## config.mk

```make
export PLATFORM = sky130hd
export DESIGN_NAME = i2c_byte_arbiter
export DESIGN_NICKNAME = d
export VERILOG_FILES = /design/src/rtl/i2c_byte_arbiter.sv
export SDC_FILE = /design/constraint.sdc
export NUM_CORES = 1
export LEC_CHECK = 0
export CAP_MARGIN = 20
export CORE_ASPECT_RATIO = 1.1
export CORE_MARGIN = 2
export CORE_UTILIZATION = 30
export DETAILED_ROUTE_END_ITERATION = 8
export PLACE_DENSITY = 0.63
export SETUP_SLACK_MARGIN = 0.3
export SLEW_MARGIN = 5
export SYNTH_ARGS = -nofsm -noshare
export SYNTH_HDL_FRONTEND = slang
export SYNTH_SLANG_ARGS = --single-unit
```

## constraint.sdc

```tcl
create_clock -name clk_i -period 4.45 [get_ports clk_i]
set_input_delay 1.1125 -clock clk_i [delete_from_list [all_inputs] [get_ports clk_i]]
set_output_delay 1.1125 -clock clk_i [all_outputs]
set_load 0.05 [all_outputs]
```

## src/rtl/i2c_byte_arbiter.sv

```systemverilog
// i2c_byte_arbiter
// Lets NUM_REQ requesters share one i2c_master_byte command interface.
// Ownership covers a whole I2C transaction, from the first command up to the
// STOP, and is handed out round-robin. Each byte command is latched and held
// until the byte master acknowledges it. A watchdog aborts any command that
// stays outstanding for TIMEOUT_CYC cycles.
//
// Ports
//   clk_i, arst_i                 clock, async active-high reset
//   req_i / gnt_o                 per-requester transaction request / one-hot grant
//   start_i..ack_in_i, din_i      per-requester command bits and write byte
//   cmd_ack_o, timeout_o          one-cycle done / abort pulses to the owner
//   dout_o                        last read byte, valid with cmd_ack_o
//   m_*_o, m_din_o                command to the byte master
//   m_cmd_ack_i, m_dout_i         byte master done and read data
//   bus_rst_o                     one-cycle byte master reset on watchdog abort
//
// state   | meaning
// IDLE    | no owner; round-robin pick among active requests
// OWNED   | owner holds the bus and may present a command
// ISSUE   | latched command is driven to the byte master, waiting for its ack
// RELEASE | one-cycle grant gap between transactions
module i2c_byte_arbiter #(
    parameter int NUM_REQ     = 2,
    parameter int DATA_WIDTH  = 8,
    parameter int TIMEOUT_CYC = 100000
) (
    input  logic                          clk_i,
    input  logic                          arst_i,
    input  logic [NUM_REQ-1:0]            req_i,
    output logic [NUM_REQ-1:0]            gnt_o,
    input  logic [NUM_REQ-1:0]            start_i,
    input  logic [NUM_REQ-1:0]            stop_i,
    input  logic [NUM_REQ-1:0]            read_i,
    input  logic [NUM_REQ-1:0]            write_i,
    input  logic [NUM_REQ-1:0]            ack_in_i,
    input  logic [NUM_REQ*DATA_WIDTH-1:0] din_i,
    output logic [NUM_REQ-1:0]            cmd_ack_o,
    output logic [DATA_WIDTH-1:0]         dout_o,
    output logic [NUM_REQ-1:0]            timeout_o,
    output logic                          m_start_o,
    output logic                          m_stop_o,
    output logic                          m_read_o,
    output logic                          m_write_o,
    output logic                          m_ack_in_o,
    output logic [DATA_WIDTH-1:0]         m_din_o,
    input  logic                          m_cmd_ack_i,
    input  logic [DATA_WIDTH-1:0]         m_dout_i,
    output logic                          bus_rst_o
);

    localparam int IW = $clog2(NUM_REQ);
    localparam int CW = (TIMEOUT_CYC > 0) ? $clog2(TIMEOUT_CYC + 1) : 1;

    typedef enum logic [1:0] {IDLE, OWNED, ISSUE, RELEASE} state_t;

    state_t        state, state_nxt;
    logic [IW-1:0] owner, last_owner, sel;
    logic          sel_valid;
    logic [CW-1:0] wd_cnt;
    logic          owner_cmd;
    logic          grant, capture, done, expire;

    // Round-robin pick: the first active request after last_owner, wrapping.
    always_comb begin
        sel       = '0;
        sel_valid = 1'b0;
        for (int i = 1; i <= NUM_REQ; i++) begin
            if (!sel_valid && req_i[(int'(last_owner) + i) % NUM_REQ]) begin
                sel       = IW'((int'(last_owner) + i) % NUM_REQ);
                sel_valid = 1'b1;
            end
        end
    end

    assign owner_cmd = start_i[owner] | stop_i[owner] | read_i[owner] |
                       write_i[owner] | ack_in_i[owner];

    always_comb begin
        state_nxt = state;
        grant     = 1'b0;
        capture   = 1'b0;
        done      = 1'b0;
        expire    = 1'b0;
        case (state)
            IDLE: begin
                if (sel_valid) begin
                    grant     = 1'b1;
                    state_nxt = OWNED;
                end
            end
            OWNED: begin
                if (!req_i[owner]) begin
                    state_nxt = RELEASE;
                // While the ack pulse is out the owner is still dropping the
                // previous command's bits; capturing now would repeat it.
                end else if (owner_cmd && !cmd_ack_o[owner]) begin
                    capture   = 1'b1;
                    state_nxt = ISSUE;
                end
            end
            ISSUE: begin
                if (m_cmd_ack_i) begin
                    done      = 1'b1;
                    state_nxt = (m_stop_o || !req_i[owner]) ? RELEASE : OWNED;
                end else if ((TIMEOUT_CYC > 0) && (wd_cnt == CW'(TIMEOUT_CYC - 1))) begin
                    expire    = 1'b1;
                    state_nxt = RELEASE;
                end
            end
            RELEASE: state_nxt = IDLE;
            default: state_nxt = IDLE;
        endcase
    end

    // Grant decodes straight from state so an async reset drops it at once.
    always_comb begin
        gnt_o = '0;
        if (state == OWNED || state == ISSUE) gnt_o[owner] = 1'b1;
    end

    always_ff @(posedge clk_i or posedge arst_i) begin
        if (arst_i) begin
            state      <= IDLE;
            owner      <= '0;
            last_owner <= IW'(NUM_REQ - 1);
            wd_cnt     <= '0;
            m_start_o  <= 1'b0;
            m_stop_o   <= 1'b0;
            m_read_o   <= 1'b0;
            m_write_o  <= 1'b0;
            m_ack_in_o <= 1'b0;
            m_din_o    <= '0;
            cmd_ack_o  <= '0;
            timeout_o  <= '0;
            bus_rst_o  <= 1'b0;
            dout_o     <= '0;
        end else begin
            state     <= state_nxt;
            cmd_ack_o <= '0;
            timeout_o <= '0;
            bus_rst_o <= 1'b0;

            if (grant) begin
                owner      <= sel;
                last_owner <= sel;
            end

            if (capture) begin
                m_start_o  <= start_i[owner];
                m_stop_o   <= stop_i[owner];
                m_read_o   <= read_i[owner];
                m_write_o  <= write_i[owner];
                m_ack_in_o <= ack_in_i[owner];
                m_din_o    <= din_i[owner*DATA_WIDTH +: DATA_WIDTH];
                wd_cnt     <= '0;
            end else if (state == ISSUE && !done && !expire && wd_cnt != '1) begin
                wd_cnt <= wd_cnt + 1'b1;
            end

            if (done || expire) begin
                m_start_o  <= 1'b0;
                m_stop_o   <= 1'b0;
                m_read_o   <= 1'b0;
                m_write_o  <= 1'b0;
                m_ack_in_o <= 1'b0;
                m_din_o    <= '0;
            end

            // An owner that has already walked away gets no pulses.
            if (done) begin
                dout_o           <= m_dout_i;
                cmd_ack_o[owner] <= req_i[owner];
            end

            if (expire) begin
                timeout_o[owner] <= req_i[owner];
                bus_rst_o        <= 1'b1;
            end
        end
    end

endmodule

```

==> flow_summary.ini <==
[status]
run_status = complete, no violations

[detailed_routing]
m1WireLength_um = 2350
dr.pass1.iters = 4
drt-initial-drc-count = 73
ant_nets = 0
drc = 0
viasPerCell = 4.80
num_vias = 1945
dr_wl_met3_um = 207
top_layer = met4
wire_per_inst_um = 13.2
wl_met2_um = 2760
wl_um = 5360

[power]
p_comb_frac = 0.549
power.total_mw = 2.10
peakVddDrop_v = 0.000491
power_frac_clock = 0.149
p_seq_frac = 0.302
power_density_nw_per_um2 = 627
p_sw_frac = 0.445
p_leak_nw = 1.39
internal_power_mw = 1.17
net-switching-power_mw = 0.937

[finish]
final_util = 0.422
fillerInstances = 774
nets = 341
drive_gt1_frac = 0.128
n_antenna_cell = 0
area_growth_pct = 36.2

[yosys]
syn_area_um2 = 2460
synthArstFlopShare = 1.00
ys_ff_latch = 47
yosysUniqueCellTypes = 54
synth_edf_count = 0
synth_warnings = 0
postSynthAreaPerCell_um2 = 10.8
synth_nets = 274
synth_top_area_share = 0.467
seq_area_frac_synth = 0.478
synth_top_flop_cell = dfrtp_1
synth_cells = 229
yosys.area.top_type = dfrtp_1
synth.area.top_cells = dfrtp_1 47%, mux2i_1 6.1%, nor2_1 5.0%

[timing]
rsz0062_at_grt = false
fmax_mhz = 315
slew_viol_final = 0
post-route-period-util = 0.712
skew_ps = 10.0
slew-limit-headroom = 0.414
min_period_ps = 3170
fin_tns_setup_ps = 0
hold_viol = 0
setup_violations = 0
hold_ws_ps = 513
worstMarginPinSlew_ps = 876

[setup_path]
critPathMaxStageDelay_ps = 810
cpMaxStageDelayCell = clkdlybuf4s50_1
worst-path-stages = 4
r2r_cells = 9
rr_endpoint = wd_cnt[13]
crit_chain = inv_1 -> ha_1 -> nor2b_1 -> clkdlybuf4s50_1
cp_top_family = buffers and inverters
rr_startpoint = wd_cnt[9]
reg2reg_slack_ps = 2030
crit_path_start_kind = register
worstSetupPathType = register to output pin
end_kind = output pin
crit_fanout = 5
crit_buf_inv = 2
arrival_ps = 2060
required_ps = 3340

[job]
max-cap-violations = 0

[grt]
grt_start_max_net_pins = 48
antenna_found_initial = 0
grt_pass1_wl_um = 9210
first_global_vias = 2018
track_usage = 0.125
grt.overflow.total = 0

[hold_path]
hp-class = register to register
hp-start = dout_o[7]
worstHoldPathCells = 1
min_to = dout_o[7]

[placement]
io_buffers = 66
dpl.hpwl_um = 3990
gp_congestion = 0.774

[floorplanning]
die_x_um = 90.4
die_area_um2 = 8960
core_area_um2 = 7960
row_count = 34
die_y_um = 99.1
initial_core_util = 0.310
pin_count = 67

[clocking]
cts-buffers-inserted = 5
insertion_delay_ps = 300
cts-resized-gates = 0
cts_sinks = 47
post-cts-setup-buffers = 0
cts_tree = done
cts_hold_buf = 0
htree_levels = 2
clockBufferDepth = 2
path_clk_slew_ps = 90
cts_root_buffer = clkbuf_8
[Yosys cell counts, drive strengths merged, types with 4 or more instances]
| cell | count |
|---|---|
| xor2 | 4 |
| o21ai | 7 |
| nor2 | 34 |
| a21oi | 8 |
| nor3 | 6 |
| nand2 | 9 |
| or3 | 6 |
| inv | 6 |
| mux2 | 10 |
| buf | 4 |
| clkbuf | 4 |
| xnor2 | 5 |
| mux2i | 15 |
| ha | 6 |
| dfrtp | 46 |
| a211oi | 13 |
| nand4 | 6 |
[power by group through the flow]
stage / clock, mW / combinational [mW] / sequential [mW]
finish: 0.314 / 1.15 / 0.636
global route: 0.339 / 1.24 / 0.652
CTS: 0.324 / 1.17 / 0.638
detailed placement: 0 / 1.16 / 0.645
global placement: 0 / 1.15 / 0.643
floorplan: 0 / 0.473 / 0.979
[through the flow]
stage          setup slack [ps]  cell area [um^2]  std cells
6_report                   1280              3360        405
5_1_grt                    1160              3360        405
4_1_cts                    1260              3340        404
3_5_place_dp               1130              3230        396
3_3_place_gp               1190              3230        396
2_1_floorplan              1730              2460        229
[final cells by class]
class / instances / area [um^2] / share of cell area
flip-flops and latches: 47 / 1180 / 0.351
inverters: 6 / 22.5 / 0.00671
well taps: 108 / 135 / 0.0402
clock buffers: 6 / 72.6 / 0.0216
multi-input cells: 167 / 1220 / 0.363
clock inverters: 2 / 37.5 / 0.0112
repair buffers: 69 / 696 / 0.207
[cells in the final DEF (no fill, tap or decap), types with 4 or more instances in the layout]
cell type and count:
a211oi_1 13, a21oi_1 8, clkbuf_8 5, clkdlybuf4s50_1 66, dfrtp_1 46, ha_1 6, inv_1 5, mux2_2 10
mux2i_1 15, nand2_1 9, nand4_1 4, nor2_1 33, o21ai_0 7, or3_1 5, xnor2_1 5, xor2_1 4
[worst reg2reg max path: stages, from the launching register on]
cell and delay (ps):
dfrtp_1 440, and3_1 230, nand4_1 120, or2_2 150, nor2_1 60, ha_1 200
and4b_1 320, nand4_1 260, or3_1 430, a21oi_1 140
[worst max path at each step]
stage,start,end,slack (ps)
5_1_grt,state[1],gnt_o[0],1160
2_1_floorplan,owner,gnt_o[0],1730
4_1_cts,state[1],gnt_o[0],1260
3_5_place_dp,req_i[1],wd_cnt[11],1130
3_3_place_gp,req_i[1],wd_cnt[1],1190
6_report,state[1],gnt_o[0],1280
[layer usage]
layer,vias up,track usage
li1,959,-
met5,-,0
met1,939,0.153
met4,0,0.0402
met2,44,0.219
met3,3,0.0283
[kinds of logic (layout without fill, tap and decap cells)]
logic type,count (synthesis),in the layout,synth area share
DFF,47,47,0.478
muxes,25,25,0.107
and+or+nand+nor,90,90,0.227
adders and majority gates,6,6,0.0305
AOI/OAI and AO/OA,37,37,0.0980
buffers and inverters,15,83,0.0284
xor gates and xnor gates,9,9,0.0320
[flip-flops by register name (all words and copies together) (netlist names)]
register and count:
bus_rst_o 1, cmd_ack_o 2, dout_o 8, last_owner 1, m_ack_in_o 1, m_din_o 8, m_read_o 1, m_start_o 1
m_stop_o 1, m_write_o 1, owner 1, state 2, timeout_o 2, wd_cnt 17
Power figures use the tool's default switching activity.
